## config.mk

```make
export PLATFORM = sky130hd
export DESIGN_NAME = rr_grant_arbiter
export DESIGN_NICKNAME = d
export VERILOG_FILES = /design/src/rtl/arb_pkg.sv /design/src/rtl/rr_lsb_encoder.sv /design/src/rtl/rr_grant_arbiter.sv
export SDC_FILE = /design/constraint.sdc
export NUM_CORES = 1
export LEC_CHECK = 0
export ABC_AREA = 0
export BUFFER_PORTS_ARGS = -buffer_cell sky130_fd_sc_hd__buf_2
export CAP_MARGIN = 20
export CORE_MARGIN = 3
export CORE_UTILIZATION = 59
export DETAILED_ROUTE_END_ITERATION = 10
export PLACE_DENSITY_LB_ADDON = 0.15
export SKIP_CTS_REPAIR_TIMING = 1
export SYNTH_ARGS = -nofsm -noshare
export SYNTH_HDL_FRONTEND = slang
export SYNTH_SLANG_ARGS = --single-unit
```

## constraint.sdc

```tcl
create_clock -name clk -period 8 [get_ports clk]
set_input_delay 0.4 -clock clk [delete_from_list [all_inputs] [get_ports clk]]
set_output_delay 0.4 -clock clk [all_outputs]
set_load 0.005 [all_outputs]
```

## src/rtl/arb_pkg.sv

```systemverilog
// rtl/arb_pkg.sv - shared state encoding and rotate helper for the round-robin arbiter
package arb_pkg;

  localparam logic ST_IDLE = 1'b0;
  localparam logic ST_BUSY = 1'b1;

  localparam int MAX_N = 32;

  // Rotate the low n bits of vec right by amt (amt < n); bits at and above n read as 0.
  function automatic logic [MAX_N-1:0] rotr(input logic [MAX_N-1:0] vec, input int amt, input int n);
    logic [MAX_N-1:0] r;
    int j;
    r = '0;
    for (int i = 0; i < MAX_N; i++) begin
      if (i < n) begin
        j = i + amt;
        if (j >= n) j = j - n;
        r[i[4:0]] = vec[j[4:0]];
      end
    end
    return r;
  endfunction

endpackage

```

## src/rtl/rr_lsb_encoder.sv

```systemverilog
// rtl/rr_lsb_encoder.sv - combinational lowest-set-bit priority encoder
module rr_lsb_encoder #(
  parameter int N = 4
) (
  input  logic [N-1:0]         in,
  output logic [$clog2(N)-1:0] idx,
  output logic                 any
);

  localparam int W = $clog2(N);

  // Scan from the top so the lowest set bit is the last one written.
  always_comb begin
    idx = '0;
    any = 1'b0;
    for (int i = N - 1; i >= 0; i--) begin
      if (in[i]) begin
        idx = W'(i);
        any = 1'b1;
      end
    end
  end

endmodule

```

## src/rtl/rr_grant_arbiter.sv

```systemverilog
// rtl/rr_grant_arbiter.sv - round-robin arbiter with one-hot registered grant and hold limit
module rr_grant_arbiter
  import arb_pkg::*;
#(
  parameter int N        = 4,
  parameter int MAX_HOLD = 16
) (
  input  logic                 clk,
  input  logic                 rst,
  input  logic [N-1:0]         req,
  input  logic                 done,
  output logic [N-1:0]         gnt,
  output logic [$clog2(N)-1:0] gnt_id,
  output logic                 busy,
  output logic                 timeout
);

  localparam int W  = $clog2(N);
  localparam int CW = (MAX_HOLD > 1) ? $clog2(MAX_HOLD) : 1;
  localparam logic [CW-1:0] HOLD_LAST = CW'(MAX_HOLD - 1);
  localparam logic [N-1:0]  ONE       = {{(N-1){1'b0}}, 1'b1};

  logic          state, state_n;
  logic [W-1:0]  ptr, ptr_n;
  logic [CW-1:0] hold_cnt, hold_n;
  logic [N-1:0]  gnt_n;
  logic [W-1:0]  gnt_id_n;
  logic          timeout_n;

  logic [N-1:0]  rot;
  logic [W-1:0]  enc_idx;
  logic          enc_any;
  logic [W:0]    sum;
  logic [W-1:0]  winner;

  assign rot = N'(rotr(MAX_N'(req), int'(ptr), N));

  rr_lsb_encoder #(.N(N)) u_enc (
    .in  (rot),
    .idx (enc_idx),
    .any (enc_any)
  );

  // Undo the rotation: the encoder index is relative to ptr.
  assign sum    = {1'b0, ptr} + {1'b0, enc_idx};
  assign winner = (sum >= (W+1)'(N)) ? W'(sum - (W+1)'(N)) : W'(sum);

  assign busy = |gnt;

  always_ff @(posedge clk or posedge rst) begin
    if (rst) begin
      state    <= ST_IDLE;
      ptr      <= '0;
      hold_cnt <= '0;
      gnt      <= '0;
      gnt_id   <= '0;
      timeout  <= 1'b0;
    end else begin
      state    <= state_n;
      ptr      <= ptr_n;
      hold_cnt <= hold_n;
      gnt      <= gnt_n;
      gnt_id   <= gnt_id_n;
      timeout  <= timeout_n;
    end
  end

  always_comb begin
    state_n   = state;
    ptr_n     = ptr;
    hold_n    = hold_cnt;
    gnt_n     = gnt;
    gnt_id_n  = gnt_id;
    timeout_n = 1'b0;
    case (state)
      ST_IDLE: begin
        gnt_n    = '0;
        gnt_id_n = '0;
        if (enc_any) begin
          state_n  = ST_BUSY;
          gnt_n    = ONE << winner;
          gnt_id_n = winner;
          hold_n   = '0;
        end
      end
      default: begin
        // done or a dropped request takes precedence over the hold limit.
        if (done || !(|(req & gnt)) || (hold_cnt == HOLD_LAST)) begin
          state_n   = ST_IDLE;
          gnt_n     = '0;
          gnt_id_n  = '0;
          ptr_n     = (gnt_id == W'(N - 1)) ? '0 : gnt_id + 1'b1;
          timeout_n = !done && (|(req & gnt));
        end else if (hold_cnt != HOLD_LAST) begin
          hold_n = hold_cnt + 1'b1;
        end
      end
    endcase
  end

endmodule

```

After elaboration in Yosys (flattened, before gate mapping)
Index checks and enable logic that the tools add are counted.
{"block": "totals", "output_inout_bits": 8, "input_bits": 7, "regBits": 14, "elab_cells": 81}
{"block": "classes", "n_eq_ne": 6, "addsub": 11, "order_cmp": 9, "bitwise_logic": 1, "mux": 37, "n_reduce_logical": 10, "shifts": 1}
{"op": "4-bit two-way mux", "n": 7}
{"op": "5-bit by 6-bit less-than comparator with 1-bit output, second input constant", "n": 4}
{"op": "1-bit binary-select mux with 5-bit select", "n": 4}
{"op": "5-bit two-way mux", "n": 4}
{"op": "2-bit two-way mux", "n": 9}
{"op": "1-bit two-way mux", "n": 13}
{"op": "3-bit greater-or-equal comparator, second input constant", "n": 4}
{"op": "3-bit by 3-bit subtractor with 4-bit output, second input constant", "n": 3}
{"op": "4-bit OR reduction", "n": 2}
{"op": "2-bit by 2-bit adder with 3-bit output, first input constant", "n": 2}
{"op": "4-bit by 1-bit adder with 4-bit output, second input constant", "n": 1}
{"op": "4-bit AND", "n": 1}
{"op": "4-bit == test, second input constant", "n": 1}
{"op": "2-bit by 1-bit inequality test with 1-bit output, second input constant", "n": 2}
{"op": "4-bit inequality test, second input constant", "n": 1}
{"op": "1-bit by 2-bit << shifter with 4-bit output, first input constant", "n": 1}
{"op": "2-bit by 3-bit subtractor with 4-bit output, second input constant", "n": 1}
{"op": "1-bit by 2-bit adder with 3-bit output, first input constant", "n": 1}
{"op": "2-bit by 2-bit adder with 3-bit output", "n": 1}
{"op": "2-bit by 3-bit greater-or-equal comparator with 1-bit output, second input constant", "n": 1}
{"op": "3-bit AND reduction", "n": 1}
{"op": "2-bit by 1-bit adder with 2-bit output, second input constant", "n": 1}
{"op": "2-bit == test, second input constant", "n": 1}
{"op": "1-bit logical NOT", "n": 2}
{"op": "6 further kinds", "n": 7}

Depth between registers and ports, before layout
Gate-level depths: netlist (run 1).
{"block": "depth", "word_depth": 15, "ltp_mapped": 12, "ltp_nobuf": 11}

Modules after synthesis
From an unflattened synthesis (run 1), not the netlist that was laid out.
{"block": "unflattened", "cells_unflattened": 83, "hier_area_um2": 924.6}
{"mod": "rr_grant_arbiter", "instances": 1, "cells_each": 76, "seq_area_each_um2": 350.3, "area_each_um2": 889.6}
{"mod": "rr_lsb_encoder", "instances": 1, "cells_each": 7, "seq_area_each_um2": 0.0, "area_each_um2": 35.0}

Least setup slack after synthesis (run 1)
No wires, ideal clock.
{"block": "synth_timing", "path_kind": "register to register", "startpoint": "reg ptr[1]", "endpoint": "reg gnt[3]", "setup_ps": 133, "period_less_slack_ps": 2797, "arrival_time_ps": 2664, "stages_incl_launch_ff": 13, "required_ps": 7867, "slack_ps": 5203, "path_buffers": 1, "path_cell_list": "dfrtp_1 > clkbuf_1 > inv_1 > ha_1 > mux2_2 > a22o_1 > a22oi_1 > nor2_1 > ha_1 > xnor2_1 > nor2_1 > a32oi_1 > o31ai_1"}
{"block": "synth_via", "elab_chain_len": 15, "elab_cells_between_ends": 38, "classes_between": "add/sub: 9; order compare: 5; shift: 1; mux: 23"}
{"element": "start: declaration", "line_no": "rr_grant_arbiter.sv:24", "text": "logic [W-1:0] ptr, ptr_n;"}
{"element": "start signal: assignment", "line_no": "rr_grant_arbiter.sv:60", "text": "ptr <= ptr_n;"}
{"element": "2-bit by 2-bit adder with 3-bit output", "line_no": "arb_pkg.sv:16", "text": "j = i + amt;"}
{"element": "3-bit by 3-bit subtractor with 4-bit output or 3-bit greater-or-equal comparator (tied branches)", "line_no": "arb_pkg.sv:17", "text": "if (j >= n) j = j - n;"}
{"element": "5-bit two-way mux", "line_no": "arb_pkg.sv:17"}
{"element": "1-bit binary-select mux with 5-bit select", "line_no": "arb_pkg.sv:18", "text": "r[i[4:0]] = vec[j[4:0]];"}
{"element": "1-bit two-way mux (implied by the code)", "line_no": "arb_pkg.sv:18"}
{"element": "2-bit two-way mux (4 in series)", "line_no": "rr_lsb_encoder.sv:17", "text": "if (in[i]) begin"}
{"element": "2-bit by 2-bit adder with 3-bit output", "line_no": "rr_grant_arbiter.sv:45", "text": "assign sum = {1'b0, ptr} + {1'b0, enc_idx};"}
{"element": "3-bit greater-or-equal comparator or 2-bit by 1-bit subtractor with 2-bit output (tied branches)", "line_no": "rr_grant_arbiter.sv:46", "text": "assign winner = (sum >= (W+1)'(N)) ? W'(sum - (W+1)'(N)) : W'(sum);"}
{"element": "2-bit two-way mux", "line_no": "rr_grant_arbiter.sv:46"}
{"element": "1-bit by 2-bit << shifter with 4-bit output", "line_no": "rr_grant_arbiter.sv:81", "text": "gnt_n = ONE << winner;"}
{"element": "4-bit two-way mux (*)", "line_no": "rr_grant_arbiter.sv:79", "text": "if (enc_any) begin"}
{"element": "4-bit two-way mux (*)", "line_no": "rr_grant_arbiter.sv:75", "text": "case (state)"}
{"element": "end signal: assignment", "line_no": "rr_grant_arbiter.sv:62", "text": "gnt <= gnt_n;"}
{"element": "end: declaration", "line_no": "rr_grant_arbiter.sv:12", "text": "output logic [N-1:0] gnt,"}
Mark *: on every way between the ends. The rest lies on a longest branch, timed or not. The select of a mux whose other input is x is not followed.
A chain may end at the register's enable or synchronous reset.

Worst setup path in the final report (run 1)
{"block": "layout_timing", "startpoint": "reg ptr[0]", "endpoint": "reg gnt[3]"}
The elaborated chain is that of the path after synthesis.

==> results of run 1 <==
-- placed cells by master (no fill, tap or decap), types with 4 or more instances in the layout --
cell type | netlist | layout
inv_1 | 6 | 6
ha_1 | 8 | 8
dfrtp_1 | 14 | 14
mux2_2 | 6 | 6
o31ai_1 | 4 | 4
buf_2 | 0 | 14
a21oi_1 | 5 | 5
nor2_1 | 8 | 8
nand3_1 | 9 | 9
a22oi_1 | 4 | 4
-- per-layer routing --
layer / track usage (%) / wire, µm / up-vias
met1: 34.3 / 1010 / 426
met4: 9.68 / 45 / 0
met2: 34.8 / 1130 / 36
met5: 0 / 0 / -
li1: - / - / 418
met3: 2.63 / 126 / 7
-- flip-flops by register name (all words and copies together), names as in the netlist --
register,flops
gnt,4
gnt_id,2
hold_cnt,4
ptr,2
state,1
timeout,1
-- through the flow --
stage	cell area, µm²	util, %	total power (W)	std cells
after CTS	1120	72.2	0.000443	131
after global routing	1120	72.2	0.000479	131
final	1120	72.2	0.000442	131
after floorplan	1020	-	0.000330	101
after global placement	1090	69.8	0.000372	127
after detailed placement	1090	69.8	0.000386	127
-- worst paths after layout --
path	start	endpoint	depth (start not counted)
min in group clk	done	hold_cnt[1]	4
min reg2reg	gnt_id[0]	gnt_id[0]	2
max reg2reg	ptr[0]	gnt[3]	11
max	ptr[0]	gnt[3]	11
min	rst	timeout	2
max in group asynchronous	rst	state	2
-- power by group through the flow --
stage          clock network [W]  logic, W  registers, W
2_1_floorplan                  0  0.000221      0.000109
3_3_place_gp                   0  0.000246      0.000126
3_5_place_dp                   0  0.000258      0.000128
4_1_cts                0.0000528  0.000263      0.000127
5_1_grt                0.0000553  0.000293      0.000131
6_report               0.0000516  0.000263      0.000127
-- cells by family after synthesis --
logic type | after synthesis | synth area share (%)
XOR/XNOR | 2 | 1.72
flip-flops | 14 | 34.3
AND/OR/NAND/NOR | 26 | 12.9
AO/OA/AOI/OAI | 33 | 25.9
buffers and inverters | 10 | 4.41
adder cells (fa/ha/maj) | 8 | 9.80
multiplexers | 8 | 11.0
-- cell type report --
cell class / instances / area share (%)
multi-input combinational: 77 / 55.6
sequential: 14 / 31.1
tap: 16 / 1.78
clock buffer: 4 / 3.23
timing repair buffer: 14 / 6.23
inverter: 6 / 2.00
-- worst max-delay path: stages (launching register included) --
cell     delay [ns]
dfrtp_1        0.62
inv_1          0.15
ha_1           0.37
mux2_2         0.35
a22o_1         0.30
a22oi_1        0.22
nor2_1         0.07
ha_1           0.22
xnor2_1        0.40
nor2_1         0.09
a32oi_1        0.18
o31ai_1        0.11
==> impl_results.md, run 1 <==
- Status: finished clean
- CP Capture Type: flip-flop
- Bufs on Longest Clock Path: 2
- Width of the chip: around 48 µm
- Rel. slew slack: 60.0%
- Routed Antenna Nets: 0
- CTS Buf Count: 3
- Post-Place Worst Slack: around 4.9 ns
- Clock sinks: 14
- Iter 0 DRT Violations: 19
- First-pass GRT wire length: approximately 3.7 mm
- Most frequent cell after synthesis: dfrtp_1
- Async set-reset flop share out of synthesis: 100%
- DRT Wirelength: 2.31 mm
- Initial Util: between 60 and 70%
- Height of the die: approximately 48 µm
- Sequential Power Share: 28.8%
- Clk_skew: 0.000744 ns
- I/O pins: 15
- Vias in the first global route: approximately 780
- Nets: approximately 130
- Antenna violations before repair: 0
- Largest net degree at the start of global routing: 15
- Final setup viols: 0
- Cell taking the most area after synthesis: dfrtp_1
- Num rows: 14
- Synth area leaders: dfrtp_1 34%, ha_1 9.8%, mux2_2 6.6%, nand3_1 4.4%, mux4_2 4.4%
- HP Class: in -> async
- Reg area: between 300 and 400 µm²
- GRT Residual Overflow: 0
- Reg clk slew, reported paths: 0.08 ns
- Area of the multi-input gates: 626 µm²
- H-tree levels: 1
- Yosys cell types: 34
- HPWL after DPL: about 1.7 mm
- MaxCap Viol Count: 0
- FMAX: around 310 MHz
- Crit path time final: around 3.2 ns
- Sw frac: between 40% and 50%
- Seq/Total Area, Yosys: about 34%
- CP required: between 8 and 9 ns
- CP arrival: about 3.4 ns
- CP Max Fanout: 12
- Net Switching: 0.000204 W
- Static Leak: between 0.5 and 0.6 nW
- Cell Int Power: 0.000238 W
- Worst-margin pin slew: 0.598 ns
- DRT Pass-1 Iters: 4
- TNS Setup: 0 ns
- CTS tree: yes
- WS Path Type: reg -> reg
- Commonest register cell after synthesis: dfrtp_1
- Critical Path Source Type: flip-flop
- RSZ-0062 raised after global routing: false
- Fin crit share: around 40%
- Post-synth EDFFs: 0
- Via count: 887
- I/O Buffers: 14
- Hold Vio Cnt, Final: 0
- CTS Root Cell: clkbuf_4
- Most frequent cells after synthesis: 14 x dfrtp_1, 9 x nand3_1, 8 x ha_1, 8 x nor2_1
- Synthesis-stage register bit count: 14
- Area delta synth->final: 10.2%
- Core ar.: roughly 1600 µm²
- Syn Inst Count: 101
- # fillers: 121
- Synthesized area per cell: roughly 10 µm²
- Drt drc: 0
- Post-Synthesis Net Count: roughly 120
- N_diodes: 0
- Die ar.: 2270 µm²
- Pwr dens: slightly below 400 nW/µm²
- Tot GR Track Use: between 20% and 30%
- Area fraction of the dominant cell type after synthesis: approximately a third
- Final RePlAce weighted congestion: between 0.8 and 0.9
- Clk pwr share: about an eighth
- Mapped cell area: between 1000 and 1500 µm²
- Share of post-route cells with drive strength above 1: about a quarter
- Clock latency on the worst-skew pair: between 0.2 and 0.3 ns
- Hold_ws: roughly 0.13 ns
- Avg WL per Cell: 17.6 µm
- Synthesis Warnings: 0
- FF-to-FF setup slack: just under 5 ns
- Combinational power share: between 50% and 60%
- Peak supply drop: ~0.23 mV
- Slew Viols, Final: 0
- Vias/cell: 6.77
- Worst setup margin: 4.81 ns
Power figures use the tool's default switching activity.
==> inputs of run 2 (changes only) <==
Settings changed: ABC_AREA 0 to 1, CORE_UTILIZATION 59 to 55.
Clock period 8 ns to 3.1 ns, I/O delays scaled along.
==> impl_results.md, run 2 <==
- Buf/Inv on CP: 2 (was 1)
- GRT Residual Overflow: 0 (unchanged)
- MaxCap Viol Count: 0 (unchanged)
- H-tree levels: 1 (unchanged)
- I/O pins: 15 (unchanged)
- Cell taking the most area after synthesis: dfrtp_1 (unchanged)
- Tot Pwr: 0.00118 W (was 0.000442 W)
- Clk_skew: 0.00203 ns (was 0.000744 ns)
- CP Capture Type: flip-flop (unchanged)
- Post-Synthesis Net Count: 150 (was 116)
- Routed Antenna Nets: 0 (unchanged)
- Initial Util: 62.2% (was 65.5%)
- Via count: 866 (was 887)
- Slew Viols, Final: 0 (unchanged)
- Synthesis-stage register bit count: 14 (unchanged)
- Async set-reset flop share out of synthesis: 100% (unchanged)
- Synthesis Warnings: 0 (unchanged)
- Mapped cell area: 992 µm² (was 1020 µm²)
- Status: finished clean (unchanged)
- Reg clk slew, reported paths: 0.08 ns (about the same)
- Antenna violations before repair: 0 (unchanged)
- FMAX: 417 MHz (was 313 MHz)
- Drt drc: 0 (unchanged)
- Vias in the first global route: 796 (was 777)
- Iter 0 DRT Violations: 23 (was 19)
- First-pass GRT wire length: 3.50 mm (was 3.70 mm)
- WS Path Type: reg -> reg (unchanged)
- CP Max Fanout: 10 (was 12)
- Area delta synth->final: 14.8% (was 10.2%)
- Most frequent cells after synthesis: 46 x nand2_1, 17 x inv_1, 14 x dfrtp_1 (was 14 x dfrtp_1, 9 x nand3_1, 8 x ha_1, 8 x nor2_1)
- Bufs on Longest Clock Path: 2 (unchanged)
- Critical Path Source Type: flip-flop (unchanged)
- Num rows: 14 (unchanged)
- Clock sinks: 14 (unchanged)
- Synthesized area per cell: 7.35 µm² (was 10.1 µm²)
- CTS Buf Count: 3 (unchanged)
- CP required: 3.28 ns (was 8.16 ns)
- DRT Pass-1 Iters: 5 (was 4)
- Width of the chip: 48.5 µm (was 47.6 µm)
- Post-layout util: 71.4% (was 72.2%)
- Commonest non-fill, non-tap cells in the layout: 46 x nand2_1, 17 x inv_1, 14 x dfrtp_1, 14 x buf_2 (was 14 x dfrtp_1, 14 x buf_2, 9 x nand3_1)
- Synth area leaders: dfrtp_1 35%, nand2_1 17%, ha_1 10%, inv_1 6.4%, nand2_2 5.0% (was dfrtp_1 34%, ha_1 9.8%, mux2_2 6.6%, nand3_1 4.4%, mux4_2 4.4%)
- N_diodes: 0 (unchanged)
- Avg WL per Cell: 11.3 µm (was 17.6 µm)
- Nets: 170 (was 131)
- Fin crit share: 77.3% (was 39.9%)
- Most common cell after layout, fill and taps aside: nand2_1
- Hold Vio Cnt, Final: 0 (unchanged)
- Pwr dens: 1040 nW/µm² (was 393 nW/µm²)
- CTS tree: yes (unchanged)
- Worst-margin pin slew: 0.526 ns (was 0.598 ns)
- Area fraction of the dominant cell type after synthesis: 35.3% (was 34.3%)
- Crit path time final: 2.40 ns (was 3.19 ns)
- DP Area: 1090 µm² (about the same)
- Syn Inst Count: 135 (was 101)
- Commonest register cell after synthesis: dfrtp_1 (unchanged)
- CTS Root Cell: clkbuf_4 (unchanged)
- Most frequent cell after synthesis: nand2_1 (was dfrtp_1)
- Tot GR Track Use: 19.0% (was 23.3%)
- Final RePlAce weighted congestion: 0.811 (was 0.860)
- Seq/Total Area, Yosys: 35.3% (was 34.3%)
- Largest delay contributor family on the critical path: simple AND/OR/NAND/NOR gates (was compound AO/OA/AOI/OAI gates)
- Largest net degree at the start of global routing: 15 (unchanged)
- Share of post-route cells with drive strength above 1: 27.3% (was 26.1%)
- I/O Buffers: 14 (unchanged)
- Top cell by count, worst path: nand2_1
- HPWL after DPL: 1.64 mm (was 1.69 mm)
- Regs by FF count: gnt x4, hold_cnt x4 (unchanged)
- RSZ-0062 raised after global routing: false (unchanged)
- # fillers: 130 (was 121)
- Clock latency on the worst-skew pair: 0.28 ns (about the same)
- Hold_ws: 0.0358 ns (was 0.131 ns)
- Height of the die: 48.5 µm (was 47.6 µm)
- CP arrival: 2.57 ns (was 3.35 ns)
- DRT Wirelength: 2.01 mm (was 2.31 mm)
- Crit-path cells: inv_2, ha_1, inv_1, nand3_1, nand2_1, nor2_1, nand2_1, a21boi_0, ha_1, xor2_1, nand3b_1, nand2_2, nand2_1, nand2_1 (was inv_1, ha_1, mux2_2, a22o_1, a22oi_1, nor2_1, ha_1, xnor2_1, nor2_1, a32oi_1, o31ai_1)
- Yosys cell types: 22 (was 34)
- Final setup viols: 0 (unchanged)
- Peak supply drop: 0.779 mV (was 0.229 mV)
- Design Area, Final: 1140 µm² (was 1120 µm²)
- Slowest library cell on the worst path: dfrtp_1 (unchanged)
- Crit-path max cell delay: 0.55 ns (was 0.62 ns)
- Rel. slew slack: 64.9% (was 60.0%)
- Core ar.: 1590 µm² (was 1560 µm²)
- Die ar.: 2350 µm² (was 2270 µm²)
- HP Class: in -> reg (was in -> async)
- Static Leak: 0.677 nW (was 0.514 nW)
- TNS Setup: 0 ns (unchanged)
- Vias/cell: 4.87 (was 6.77)
- Post-synth EDFFs: 0 (unchanged)
[run 2: changes by cell type in the layout (fill, tap and decap cells not counted), moves of 3 or more]
cell     delta
o31ai_1     -4
nand3_2     +3
a22oi_1     -4
inv_1      +11
inv_2       +3
mux2_2      -6
o21ai_2     +5
nand2_2     +8
a21oi_1     -4
nand2_1    +44
a32oi_1     -3
[run 2: cell families after synthesis]
kind of cell,count (synthesis),share of synthesized area [%]
AO/OA/AOI/OAI,10,7.19
adder cells (fa/ha/maj),8,10.1
buffers and inverters,20,7.57
AND/OR/NAND/NOR,82,39.0
XOR/XNOR,1,0.883
flip-flops,14,35.3
[run 2: layer usage]
| metal | vias up | part of all wire, % | wire length (µm) | GRT usage (%) |
|---|---|---|---|---|
| li1 | 458 | - | - | - |
| met2 | 18 | 47 | 937 | 30.7 |
| met5 | - | 0 | 0 | 0 |
| met4 | 0 | 1.2 | 24 | 5.69 |
| met3 | 2 | 3.7 | 74 | 4.91 |
| met1 | 388 | 48 | 968 | 24.9 |
[run 2: report_power, final]
group          switching, W  leakage, nW  internal, W  total, W
logic              0.000469        0.472     0.000272  0.000741
clock network     0.0000606       0.0210    0.0000715  0.000132
registers         0.0000727        0.184     0.000238  0.000310
total              0.000602        0.677     0.000581   0.00118
[run 2: layout make-up]
cell class | count | area (µm²) | area share [%]
clock buffers | 4 | 36.3 | 3.19
inverters | 20 | 75.1 | 6.59
multi-input cells | 101 | 567 | 49.8
flip-flops and latches | 14 | 350 | 30.8
well taps | 24 | 30.0 | 2.64
repair buffers | 15 | 80.1 | 7.03
[run 2: final timing paths]
check / from / to / slack, ns / depth (start not counted)
setup / recovery: ptr[0] / gnt_id[1] / 0.70 / 14
hold / removal: done / timeout / 0.04 / 2
setup reg to reg: ptr[0] / gnt_id[1] / 0.70 / 14
hold reg to reg: hold_cnt[1] / hold_cnt[1] / 0.51 / 2
max in group asynchronous: rst / gnt[2] / 2.29 / 3
min in group asynchronous: rst / state / 0.46 / 3
[run 2: per-stage QoR]
step | setup slack, ns | std cells
after floorplan | 0.951 | 135
after global placement | 0.766 | 173
after detailed placement | 0.717 | 173
after CTS | 0.703 | 177
after global routing | 0.423 | 178
final | 0.703 | 178
==> inputs of run 3 (changes only) <==
Settings changed: CORE_UTILIZATION 55 to 50.
Clock period 3.1 ns to 2 ns, I/O delays scaled along.
==> impl_results.md, run 3 (synthesis gave the netlist of run 2 again) <==
- CP Launch Point: ptr[0] (unchanged)
- Clk_skew: 0.00638 ns (was 0.00203 ns)
- RSZ-0062 raised after global routing: true (was false)
- Final RePlAce weighted congestion: 0.784 (was 0.811)
- Crit path time final: 2.09 ns (was 2.40 ns)
- Antenna violations before repair: 0 (unchanged)
- Hold Startpoint: done (unchanged)
- Reg clk slew, reported paths: 0.09 ns (was 0.08 ns)
- TNS Setup: -0.311 ns (was 0 ns)
- Most common cell after layout, fill and taps aside: nand2_1 (unchanged)
- Regs by FF count: gnt x4, hold_cnt x4 (unchanged)
- Vias/cell: 4.95 (was 4.87)
- Initial Util: 55.1% (was 62.2%)
- Iter 0 DRT Violations: 26 (was 23)
- Worst r2r path cells: 14 (unchanged)
- Slew Viols, Final: 0 (unchanged)
- Clock latency on the worst-skew pair: 0.28 ns (about the same)
- Via count: 921 (was 866)
- Vias in the first global route: 904 (was 796)
- Peak supply drop: 1.25 mV (was 0.779 mV)
- Width of the chip: 50.5 µm (was 48.5 µm)
- Largest net degree at the start of global routing: 15 (unchanged)
- Hold_ws: -0.00836 ns (was 0.0358 ns)
- Sw frac: 49.7% (was 50.9%)
- Min-Delay Endpoint: timeout (unchanged)
- Status: complete, but fails checks (was finished clean)
- Pwr dens: 1740 nW/µm² (was 1040 nW/µm²)
- # fillers: 153 (was 130)
- Combinational power share: 69.9% (was 62.6%)
- Design Area, Final: 1260 µm² (was 1140 µm²)
- Commonest non-fill, non-tap cells in the layout: 45 x nand2_1, 15 x inv_1, 14 x buf_2 (was 46 x nand2_1, 17 x inv_1, 14 x dfrtp_1, 14 x buf_2)
- Failing checks: negative hold slack, negative setup slack
- Nets: 177 (was 170)
- Post-Place Worst Slack: -0.0950 ns (was 0.717 ns)
- Worst setup margin: -0.0863 ns (was 0.703 ns)
- Worst-margin pin slew: 0.527 ns (was 0.526 ns)
- FF-to-FF setup slack: -0.09 ns (was 0.70 ns)
- HP Class: in -> reg (unchanged)
- Net Switching: 0.00110 W (was 0.000602 W)
- CTS Buf Count: 3 (unchanged)
- CP required: 2.17 ns (was 3.28 ns)
- I/O Buffers: 14 (unchanged)
- WS Path Type: reg -> reg (unchanged)
- CTS Root Cell: clkbuf_4 (unchanged)
- Clock sinks: 14 (unchanged)
- Bufs on Longest Clock Path: 2 (unchanged)
- Critical Path Source Type: flip-flop (unchanged)
- Core ar.: 1800 µm² (was 1590 µm²)
- I/O pins: 15 (unchanged)
- First-pass GRT wire length: 3.76 mm (was 3.50 mm)
- Die ar.: 2550 µm² (was 2350 µm²)
- CTS tree: yes (unchanged)
- Cell Int Power: 0.00111 W (was 0.000581 W)
- Worst Hold Depth: 2 (unchanged)
- Avg WL per Cell: 12.1 µm (was 11.3 µm)
- Fin crit share: 104% (was 77.3%)
- GRT Residual Overflow: 0 (unchanged)
- CP Capture Type: flip-flop (unchanged)
- Share of post-route cells with drive strength above 1: 39.1% (was 27.3%)
- H-tree levels: 1 (unchanged)
- Routed Antenna Nets: 0 (unchanged)
- Area delta synth->final: 27.4% (was 14.8%)
- DRT Wirelength: 2.26 mm (was 2.01 mm)
- Rel. slew slack: 64.8% (was 64.9%)
- Hold Vio Cnt, Final: 1 (was 0)
- FF-to-FF Start: ptr[0] (unchanged)
- FMAX: 479 MHz (was 417 MHz)
- MaxCap Viol Count: 0 (unchanged)
- Sequential Power Share: 20.8% (was 26.2%)
- CP arrival: 2.26 ns (was 2.57 ns)
- Static Leak: 0.714 nW (was 0.677 nW)
- CP Max Fanout: 5 (was 10)
- DRT Pass-1 Iters: 4 (was 5)
- Final setup viols: 5 (was 0)
- DP Area: 1160 µm² (was 1090 µm²)
- Drt drc: 0 (unchanged)
- Clk pwr share: 9.3% (was 11.2%)
- Worst R2R End: gnt[3] (was gnt_id[1])
- HPWL after DPL: 1.72 mm (was 1.64 mm)
- Height of the die: 50.5 µm (was 48.5 µm)
- Tot GR Track Use: 18.9% (was 19.0%)
- N_diodes: 0 (unchanged)
- Num rows: 15 (was 14)
## run 3: area by class of cell
type                            instances  area (µm²)  area share [%]
Multi-Input combinational cell        101         623            49.3
Timing Repair Buffer                   22         140            11.1
Tap cell                               25        31.3            2.48
Sequential cell                        14         353            27.9
Inverter                               20        80.1            6.34
Clock buffer                            4        36.3            2.87
## run 3: power by group through the flow
stage | Clock (W) | Combinational (W) | Sequential, W
after global routing | 0.000223 | 0.00170 | 0.000469
after global placement | 0 | 0.00131 | 0.000452
after detailed placement | 0 | 0.00137 | 0.000458
after floorplan | 0 | 0.000978 | 0.000474
after CTS | 0.000210 | 0.00138 | 0.000453
final | 0.000205 | 0.00154 | 0.000459
## run 3: worst max-delay path by stage
stage,to,slack [ns],cells after the start
3_3_place_gp,gnt[3],0.0004,14
5_1_grt,gnt[3],-0.25,14
3_5_place_dp,gnt[3],-0.1,14
4_1_cts,gnt[3],-0.12,14
2_1_floorplan,gnt[3],0.006,14
6_report,gnt[3],-0.09,14
## run 3: critical path, stage by stage, from the launching register on
cell,delay (ns)
dfrtp_2,0.43
inv_4,0.06
ha_4,0.28
inv_2,0.04
nand3_2,0.06
nand2_2,0.05
nor2_2,0.11
nand2_1,0.08
a21boi_2,0.13
ha_2,0.21
xor2_2,0.14
nand3b_1,0.14
nand2_2,0.10
nand2_1,0.08
nand2_1,0.05
## run 3: layer usage
| metal | share of wire, % | track usage, % | wire [µm] | up-vias |
|---|---|---|---|---|
| met4 | 1.3 | 4.04 | 29 | 0 |
| met1 | 45 | 26.1 | 1010 | 415 |
| li1 | - | - | - | 474 |
| met3 | 4.5 | 2.67 | 101 | 4 |
| met2 | 49 | 31.5 | 1120 | 28 |
| met5 | 0 | 0 | 0 | - |
## run 3: through the flow
step / cells / power (W) / utilization, % / hold WS, ns
after detailed placement: 180 / 0.00182 / 64.6 / 0.171
after CTS: 184 / 0.00204 / 66.6 / -0.136
after global placement: 180 / 0.00176 / 64.6 / 0.159
after global routing: 186 / 0.00239 / 70.1 / -0.00441
after floorplan: 135 / 0.00145 / - / -0.0109
final: 186 / 0.00220 / 70.1 / -0.00836
